### src/rtl/cl_axil_write_arbiter.sv
// Round-robin arbiter that shares one AXI4-Lite write channel (AW/W/B) between
// N_REQ internal requesters. It carries one single-beat write at a time and
// returns the B response to the owner with a one-cycle done pulse.
module cl_axil_write_arbiter #(
    parameter int N_REQ  = 4,
    parameter int ADDR_W = 32,
    parameter int DATA_W = 32
) (
    input  logic                      clk,
    input  logic                      i_reset,
    input  logic [N_REQ-1:0]          i_req,
    input  logic [N_REQ*ADDR_W-1:0]   i_req_addr,
    input  logic [N_REQ*DATA_W-1:0]   i_req_data,
    input  logic [N_REQ*DATA_W/8-1:0] i_req_strb,
    output logic [N_REQ-1:0]          o_grant,
    output logic [N_REQ-1:0]          o_done,
    output logic [1:0]                o_resp,
    output logic                      o_busy,
    output logic [ADDR_W-1:0]         o_awaddr,
    output logic                      o_awvalid,
    input  logic                      i_awready,
    output logic [DATA_W-1:0]         o_wdata,
    output logic [DATA_W/8-1:0]       o_wstrb,
    output logic                      o_wvalid,
    input  logic                      i_wready,
    input  logic [1:0]                i_bresp,
    input  logic                      i_bvalid,
    output logic                      o_bready
);

    localparam int STRB_W = DATA_W / 8;
    localparam int IDX_W  = (N_REQ > 1) ? $clog2(N_REQ) : 1;

    typedef enum logic [1:0] {
        IDLE,
        ISSUE,
        RESP,
        DONE
    } state_t;

    state_t              state_q;
    logic [N_REQ-1:0]    grant_q;
    logic [IDX_W-1:0]    grantIdx_q;
    logic [N_REQ-1:0]    done_q;
    logic [1:0]          resp_q;
    logic                busy_q;
    logic [ADDR_W-1:0]   awAddr_q;
    logic                awValid_q;
    logic [DATA_W-1:0]   wData_q;
    logic [STRB_W-1:0]   wStrb_q;
    logic                wValid_q;
    logic                bReady_q;
    logic                awDone_q;
    logic                wDone_q;
    logic [IDX_W-1:0]    rrPtr_q;

    logic                pickFound_d;
    logic [IDX_W-1:0]    pickIdx_d;
    logic [IDX_W-1:0]    candIdx;
    logic [N_REQ-1:0]    pickOneHot_d;
    logic [ADDR_W-1:0]   pickAddr_d;
    logic [DATA_W-1:0]   pickData_d;
    logic [STRB_W-1:0]   pickStrb_d;

    logic                awFire;
    logic                wFire;

    // Map pointer + offset back into 0..N_REQ-1; the sum never exceeds 2*N_REQ-2,
    // so a single conditional subtract is enough even for non-power-of-two N_REQ.
    function automatic logic [IDX_W-1:0] wrapIdx(input int v);
        int w;
        w = (v >= N_REQ) ? (v - N_REQ) : v;
        return w[IDX_W-1:0];
    endfunction

    assign awFire = awValid_q & i_awready;
    assign wFire  = wValid_q & i_wready;

    // Round-robin search: first pending requester at or after the pointer, wrapping upward.
    always_comb begin
        pickFound_d = 1'b0;
        pickIdx_d   = '0;
        candIdx     = '0;
        for (int off = 0; off < N_REQ; off++) begin
            candIdx = wrapIdx(int'(rrPtr_q) + off);
            if (!pickFound_d && i_req[candIdx]) begin
                pickFound_d = 1'b1;
                pickIdx_d   = candIdx;
            end
        end
    end

    // Mux the chosen requester's payload and build its one-hot grant.
    always_comb begin
        pickOneHot_d = '0;
        pickAddr_d   = '0;
        pickData_d   = '0;
        pickStrb_d   = '0;
        for (int k = 0; k < N_REQ; k++) begin
            if (pickIdx_d == k[IDX_W-1:0]) begin
                pickOneHot_d[k] = 1'b1;
                pickAddr_d      = i_req_addr[k*ADDR_W +: ADDR_W];
                pickData_d      = i_req_data[k*DATA_W +: DATA_W];
                pickStrb_d      = i_req_strb[k*STRB_W +: STRB_W];
            end
        end
    end

    // Transaction sequencer: grant, independent AW/W handshakes, B capture, done pulse.
    always_ff @(posedge clk) begin
        if (!i_reset) begin
            state_q    <= IDLE;
            grant_q    <= '0;
            grantIdx_q <= '0;
            done_q     <= '0;
            resp_q     <= '0;
            busy_q     <= 1'b0;
            awAddr_q   <= '0;
            awValid_q  <= 1'b0;
            wData_q    <= '0;
            wStrb_q    <= '0;
            wValid_q   <= 1'b0;
            bReady_q   <= 1'b0;
            awDone_q   <= 1'b0;
            wDone_q    <= 1'b0;
            rrPtr_q    <= '0;
        end else begin
            case (state_q)
                IDLE: begin
                    if (pickFound_d) begin
                        grant_q    <= pickOneHot_d;
                        grantIdx_q <= pickIdx_d;
                        awAddr_q   <= pickAddr_d;
                        wData_q    <= pickData_d;
                        wStrb_q    <= pickStrb_d;
                        awValid_q  <= 1'b1;
                        wValid_q   <= 1'b1;
                        awDone_q   <= 1'b0;
                        wDone_q    <= 1'b0;
                        busy_q     <= 1'b1;
                        state_q    <= ISSUE;
                    end
                end
                ISSUE: begin
                    if (awFire) begin
                        awValid_q <= 1'b0;
                        awDone_q  <= 1'b1;
                    end
                    if (wFire) begin
                        wValid_q <= 1'b0;
                        wDone_q  <= 1'b1;
                    end
                    if ((awDone_q || awFire) && (wDone_q || wFire)) begin
                        bReady_q <= 1'b1;
                        state_q  <= RESP;
                    end
                end
                RESP: begin
                    if (i_bvalid && bReady_q) begin
                        resp_q   <= i_bresp;
                        bReady_q <= 1'b0;
                        done_q   <= grant_q;
                        state_q  <= DONE;
                    end
                end
                DONE: begin
                    done_q   <= '0;
                    grant_q  <= '0;
                    awDone_q <= 1'b0;
                    wDone_q  <= 1'b0;
                    busy_q   <= 1'b0;
                    rrPtr_q  <= wrapIdx(int'(grantIdx_q) + 1);
                    state_q  <= IDLE;
                end
                default: begin
                    state_q <= IDLE;
                end
            endcase
        end
    end

    assign o_grant   = grant_q;
    assign o_done    = done_q;
    assign o_resp    = resp_q;
    assign o_busy    = busy_q;
    assign o_awaddr  = awAddr_q;
    assign o_awvalid = awValid_q;
    assign o_wdata   = wData_q;
    assign o_wstrb   = wStrb_q;
    assign o_wvalid  = wValid_q;
    assign o_bready  = bReady_q;

endmodule

### config.mk
export PLATFORM = sky130hd
export DESIGN_NAME = cl_axil_write_arbiter
export DESIGN_NICKNAME = d
export VERILOG_FILES = /design/src/rtl/cl_axil_write_arbiter.sv
export SDC_FILE = /design/constraint.sdc
export NUM_CORES = 1
export LEC_CHECK = 0
export BUFFER_PORTS_ARGS = -buffer_cell sky130_fd_sc_hd__buf_4
export CAP_MARGIN = 5
export CORE_AREA = 2 2 140 142
export CTS_BUF_LIST = sky130_fd_sc_hd__clkbuf_2
export CTS_CLUSTER_SIZE = 25
export DETAILED_ROUTE_END_ITERATION = 6
export DIE_AREA = 0 0 142 144
export PLACE_DENSITY = 0.57
export SYNTH_ARGS = -nofsm -noshare
export SYNTH_HDL_FRONTEND = slang
export SYNTH_SLANG_ARGS = --single-unit
### constraint.sdc
create_clock -name clk -period 1.8 [get_ports clk]
set_input_delay 0.09 -clock clk [delete_from_list [all_inputs] [get_ports clk]]
set_output_delay 0.09 -clock clk [all_outputs]
set_load 0.03 [all_outputs]
==> flow_summary.toml, run 1 <==
[floorplanning]
placementRows = 51
start_util = 0.260
dieWidth_um = 142
die_h_um = 144
ios = 365

[logic_synthesis]
async_flop_share = 0
synth_area_per_cell_um2 = 9.68
syn_nets = 800
synth_flop_cell = "dfxtp_1"
syn_inst = 512
synth_edf_count = 0
yosys_warnings = 0
syn_area_um2 = 4960
ys_ff_latch = 90
ys_types = 40
synth-seq-area-share = 0.363

[clock_network]
cts_buffers = 9
ctsHoldBuffers = 227
clkSinkCount = 90
max-clock-path-buffers = 2
root_buffer = "clkbuf_2"
postCtsSetupBuffers = 2
post_cts_resized = 8
htreeDepth = 3

[place]
port_buffers = 364
gp_congestion = 0.797
dp_hpwl_um = 15000
dp_slack_ps = -55.5

[outcome]
error = "[ERROR RSZ-0060] Max buffer count reached."
status = "stopped before the end"
stop_stage = "clock tree synthesis (4_1_cts)"
==> metrics by stage <==
stage | hold slack (ps) | cells | area (µm²)
after detailed placement | 332 | 1112 | 8170
after floorplan | 234 | 512 | 4960
after global placement | 329 | 1112 | 8170
==> Yosys cell counts, types with 3 or more instances <==
cell | n | area (µm²)
clkbuf_1 | 4 | 15.0
nand2_1 | 82 | 308
ha_1 | 5 | 62.6
o221ai_1 | 63 | 552
a2111oi_0 | 5 | 43.8
a21oi_1 | 9 | 45.0
nor3b_1 | 5 | 37.5
o41ai_1 | 3 | 26.3
and2_1 | 9 | 56.3
o21ai_0 | 10 | 50.1
a211oi_1 | 5 | 37.5
dfxtp_1 | 90 | 1800
mux2i_1 | 140 | 1400
buf_6 | 7 | 78.8
inv_1 | 4 | 15.0
nand3_1 | 4 | 20.0
buf_2 | 27 | 135
nor2_1 | 11 | 41.3
a31oi_1 | 3 | 18.8
==> logic make-up after synthesis <==
kind of cell / synth area share
compound gates: 0.179
mux: 0.283
fa+ha+maj: 0.0126
simple gates: 0.107
buf+inv: 0.0530
xor+xnor: 0.00177
flops: 0.363
==> run 2: changes to the inputs <==
--- a/config.mk
+++ b/config.mk
@@ -8,11 +8,9 @@
 export BUFFER_PORTS_ARGS = -buffer_cell sky130_fd_sc_hd__buf_4
 export CAP_MARGIN = 5
 export CORE_AREA = 2 2 140 142
-export CTS_BUF_LIST = sky130_fd_sc_hd__clkbuf_2
-export CTS_CLUSTER_SIZE = 25
 export DETAILED_ROUTE_END_ITERATION = 6
 export DIE_AREA = 0 0 142 144
-export PLACE_DENSITY = 0.57
+export PLACE_DENSITY_LB_ADDON = 0.15
 export SYNTH_ARGS = -nofsm -noshare
 export SYNTH_HDL_FRONTEND = slang
 export SYNTH_SLANG_ARGS = --single-unit
==> constraint.sdc (replaced) <==
create_clock -name clk -period 2.34 [get_ports clk]
set_input_delay 0.117 -clock clk [delete_from_list [all_inputs] [get_ports clk]]
set_output_delay 0.117 -clock clk [all_outputs]
set_load 0.03 [all_outputs]
==> flow_summary.toml, run 2 <==
[detailed_routing]
firstDrtPassIters = 4
drt_wl_total_um = 18900
vias_per_cell = 4.82
dr_total_vias = 5333
drcViolationCount = 0
ant_nets = 0
drt-initial-drc-count = 172
drt-wirelength-per-cell_um = 17.1

[logic_synthesis]
synth_commonest_cells = "mux2i_1, dfxtp_1, nand2_1"
syn_area_um2 = 4960
synth_top_area_share = 0.363
ys_types = 40
syn_nets = 800
yosysTopAreaCell = "dfxtp_1"
synthAdderAreaFrac = 0.0126
ys_ff_latch = 90
synth_xor_area_frac = 0.00177
synth_top_family_by_area = "multiplexers"
synthSimpleGateAreaFrac = 0.107
synth_mux_area_frac = 0.283
yosys_warnings = 0
syn_inst = 512
synth_compound_area_frac = 0.179
synth-seq-area-share = 0.363
ys_top_cells_by_area = "dfxtp_1, mux2i_1, o221ai_1, nand2_1, buf_2"
synth_area_per_cell_um2 = 9.68
synth_edf_count = 0
yosysMostFrequentCell = "mux2i_1"
synth_flop_cell = "dfxtp_1"
async_flop_share = 0

[setup_path]
crit_type = "reg2reg"
cp-end-kind = "flop"
worstPathMaxFanout = 35
r2r_start = "rrPtr_q[1]$_SDFFE_PN0P_"
worstSetupStartpointType = "flop"
critical_path.startpoint = "rrPtr_q[1]$_SDFFE_PN0P_"
ff2ff_setup_slack_ps = 270
cp.arrival_ps = 2280
required_ps = 2560

[power_and_ir_drop]
p_leak_uw = 0.00387
ir_drop_uv = 386
p_per_area_nw_per_um2 = 954

[sta]
max-slew-margin-rel = 0.651
fmax_mhz = 484
fin_skew_ps = 9.68
min_period_ps = 2070
drv_slew = 0
finalSetupViolCount = 0
post-route-period-util = 0.883
hold_viol = 0
fin_ws_ps = 274
rsz0062_at_grt = "no"
finalSetupTns_ps = 0
worst_pin_slew_ps = 520

[floorplanning]
die_h_um = 144
ios = 365
placementRows = 51
core_um2 = 19100
start_util = 0.260
die-area_um2 = 20400
dieWidth_um = 142

[global_routing]
grt_pass1_wl_um = 27900
grt_max_degree = 44
grt_usage = 0.175
grt-ovfl-total = 0
grt_pass1_vias = 5357
antenna_found_initial = 0

[clock_network]
ctsHoldBuffers = 1
cts_buffers = 9
root_buffer = "clkbuf_16"
max-clock-path-buffers = 2
clkSinkCount = 90
post_cts_resized = 0
clkSlewWorstSetupHoldPaths_ps = 70
htreeDepth = 3
postCtsSetupBuffers = 0
cts_tree = "done"
worstSkewPairLatency_ps = 350

[place]
dp_slack_ps = 300
port_buffers = 364
dp_hpwl_um = 14400
gp_congestion = 0.758

[finish]
final_common_cell = "buf_4"
drive_gt1_frac = 0.464
final_cell_mix = "buf_4, mux2i_1, dfxtp_1"
syn2layout_area_growth_pct = 68.2
fillCellCount = 1900
fin_nets = 1152
n_antenna_cell = 0

[run]
cap_violations = 0

[hold_path]
hp-start = "i_bresp[0]"
min_path_type = "in2reg"

[outcome]
status = "finished clean"
## run 2: path summary, 6_finish.rpt
check | end | cells after the start
setup reg to reg | o_wdata[13]$_SDFFE_PN0P_ | 7
setup / recovery | o_wdata[13]$_SDFFE_PN0P_ | 7
hold reg to reg | o_wstrb[1]$_SDFFE_PN0P_ | 2
hold / removal | o_resp[0]$_SDFFE_PN0P_ | 3
## run 2: per-layer routing
metal  part of all wire  up-vias  track usage
li1                   -     2653            -
met1               0.40     2440        0.201
met2               0.50      217        0.310
met3              0.078       23       0.0560
met4              0.020        0       0.0553
met5                  0        -            0
## run 2: logic make-up (layout without fill, tap and decap cells)
group,Yosys count,count (layout)
buffers and inverters,45,402
multiplexers,140,140
AND/OR/NAND/NOR,120,120
AO/OA/AOI/OAI,111,111
flip-flops,90,90
adder cells (fa/ha/maj),5,5
XOR/XNOR,1,1
## run 2: worst max-delay path, stage by stage, from the launching register on
cell,delay [ps]
dfxtp_1,470
mux2i_1,250
o22ai_2,170
nor2_4,180
buf_12,260
buf_12,210
mux2i_1,210
o221ai_1,140
## run 2: where the power goes
group / leakage [µW] / total [µW] / switching, µW / internal, µW
clock: 0.000156 / 1630 / 689 / 945
combinational: 0.00297 / 3970 / 2290 / 1690
sequential: 0.000742 / 2350 / 303 / 2050
total: 0.00387 / 7960 / 3280 / 4680
## run 2: layout make-up
type / count / area (µm²) / area share
clock buffer: 9 / 225 / 0.0270
clock inverter: 7 / 98.8 / 0.0119
inverter: 5 / 18.8 / 0.00225
multi-input combinational: 377 / 2910 / 0.349
sequential: 90 / 1800 / 0.216
tap: 238 / 298 / 0.0357
timing repair buffer: 381 / 2990 / 0.358
## run 2: stage by stage
| step | cell area (µm²) | total power [µW] | std cells | hold WS (ps) | util |
|---|---|---|---|---|---|
| floorplan | 4960 | 4730 | 512 | 261 | - |
| global placement | 8010 | 6400 | 1090 | 353 | 0.420 |
| detailed placement | 8010 | 6380 | 1090 | 360 | 0.420 |
| CTS | 8340 | 8070 | 1107 | 13.6 | 0.437 |
| global route | 8340 | 8420 | 1107 | 61.0 | 0.437 |
| finish | 8340 | 7960 | 1107 | 31.2 | 0.437 |
Note: power is estimated with default switching activity, not from simulation.
==> run 3: changes to the inputs <==
--- a/config.mk
+++ b/config.mk
@@ -10,7 +10,9 @@
 export CORE_AREA = 2 2 140 142
 export DETAILED_ROUTE_END_ITERATION = 6
 export DIE_AREA = 0 0 142 144
-export PLACE_DENSITY_LB_ADDON = 0.15
+export GPL_TIMING_DRIVEN = 0
+export PLACE_DENSITY_LB_ADDON = 0.3
+export SETUP_SLACK_MARGIN = 0.3
 export SYNTH_ARGS = -nofsm -noshare
 export SYNTH_HDL_FRONTEND = slang
 export SYNTH_SLANG_ARGS = --single-unit
==> flow_summary.toml, run 3 (synthesis results as in run 2) <==
[setup_path]
crit_type = "reg2reg"
worstSetupStartpointType = "flop"
required_ps = 2560
cp.arrival_ps = 2150
cp-end-kind = "flop"
worstPathMaxFanout = 8

[place]
dp_hpwl_um = 15700
dp_slack_ps = -323
port_buffers = 364
place_inst = 1114
gp_congestion = 0.832

[clock_network]
htreeDepth = 3
clkSinkCount = 90
root_buffer = "clkbuf_16"
clkSlewWorstSetupHoldPaths_ps = 80
cts_tree = "done"
cts_buffers = 9
max-clock-path-buffers = 2
worstSkewPairLatency_ps = 350

[global_routing]
antenna_found_initial = 0
grt_max_degree = 18
grt_util_met2 = 0.321
grt-ovfl-total = 0
gr-usage-met3 = 0.0341
grt_pass1_vias = 5392
grt_usage = 0.182
grt_pass1_wl_um = 28700
use_met1 = 0.227
top_usage_layer = "met2"

[sta]
fin_ws_ps = 414
worst_pin_slew_ps = 758
rsz0062_at_grt = "yes"
fmax_mhz = 519
post-route-period-util = 0.823
max-slew-margin-rel = 0.495
holdWs_ps = 15.6
hold_viol = 0
finalSetupViolCount = 0
drv_slew = 0
min_period_ps = 1930
fin_skew_ps = 11.2

[floorplanning]
core_um2 = 19100
ios = 365
dieWidth_um = 142
placementRows = 51
start_util = 0.260
die-area_um2 = 20400
die_h_um = 144

[finish]
final_cells = 1140
syn2layout_area_growth_pct = 76.7
fin_nets = 1185
finish.utilization = 0.459
final_common_cell = "buf_4"
n_antenna_cell = 0
drive_gt1_frac = 0.509
final_cell_mix = "buf_4, mux2i_1, dfxtp_1"

[power_and_ir_drop]
ir_drop_uv = 359
power_uw = 8330
p_leak_uw = 0.00403
p_per_area_nw_per_um2 = 950

[detailed_routing]
drt-wirelength-per-cell_um = 17.7
dr_total_vias = 5494
firstDrtPassIters = 4
drt_wl_total_um = 20200
ant_nets = 0
vias_per_cell = 4.82
drcViolationCount = 0
drt-initial-drc-count = 232

[outcome]
status = "finished clean"

[hold_path]
min_path_type = "in2reg"

[run]
cap_violations = 0
==> run 3: layout make-up <==
type | count | area (µm²)
Timing Repair Buffer | 372 | 2810
Tap cell | 238 | 298
Multi-Input combinational cell | 379 | 3120
Buffer | 40 | 380
Sequential cell | 90 | 1800
Inverter | 5 | 18.8
Clock inverter | 7 | 110
Fill cell | 1917 | 10300
Clock buffer | 9 | 225
==> run 3: what timing repair did <==
item                                    in CTS  in global routing
pin swaps                                    2                  4
hold endpoints to repair                     1                  0
endpoints found under the setup margin      70                 71
setup buffers                                6                  1
hold buffers                                 1                  0
gates cloned                                 0                  2
resized for setup                           34                 65
==> run 3: path summary, 6_finish.rpt <==
check	slack [ps]	startpoint	to	cells past startpoint
hold / removal	20	i_bresp[0]	o_resp[0]$_SDFFE_PN0P_	3
setup / recovery	410	rrPtr_q[1]$_SDFFE_PN0P_	o_awaddr[5]$_SDFFE_PN0P_	9
hold reg to reg	460	o_awaddr[11]$_SDFFE_PN0P_	o_awaddr[11]$_SDFFE_PN0P_	2
setup reg to reg	410	rrPtr_q[1]$_SDFFE_PN0P_	o_awaddr[5]$_SDFFE_PN0P_	9
==> run 3: worst max-delay path: stages, from the launching register on <==
cell and delay, ps:
dfxtp_2 330, buf_6 130, mux2i_4 240, o22ai_4 120, nor2_4 190, buf_12 180
buf_16 180, buf_12 120, mux2i_1 170, o221ai_1 130
==> run 3: per-stage QoR <==
| stage | instance area [µm²] | TNS, ps |
|---|---|---|
| finish | 8760 | 0 |
| global route | 8760 | 0 |
| CTS | 8530 | 0 |
| detailed placement | 7990 | -2790 |
| global placement | 7990 | -1310 |
| floorplan | 4960 | 0 |
==> run 3: routing by layer <==
metal  vias up  part of all wire
met2       227              0.51
met3        11             0.064
met4         0            0.0094
met1      2536              0.41
li1       2720                 -
met5         -                 0
==> run 3: power breakdown <==
part	internal (µW)	switching (µW)	leakage (µW)
registers	2050	297	0.000742
clock network	962	706	0.000162
logic	1860	2450	0.00313
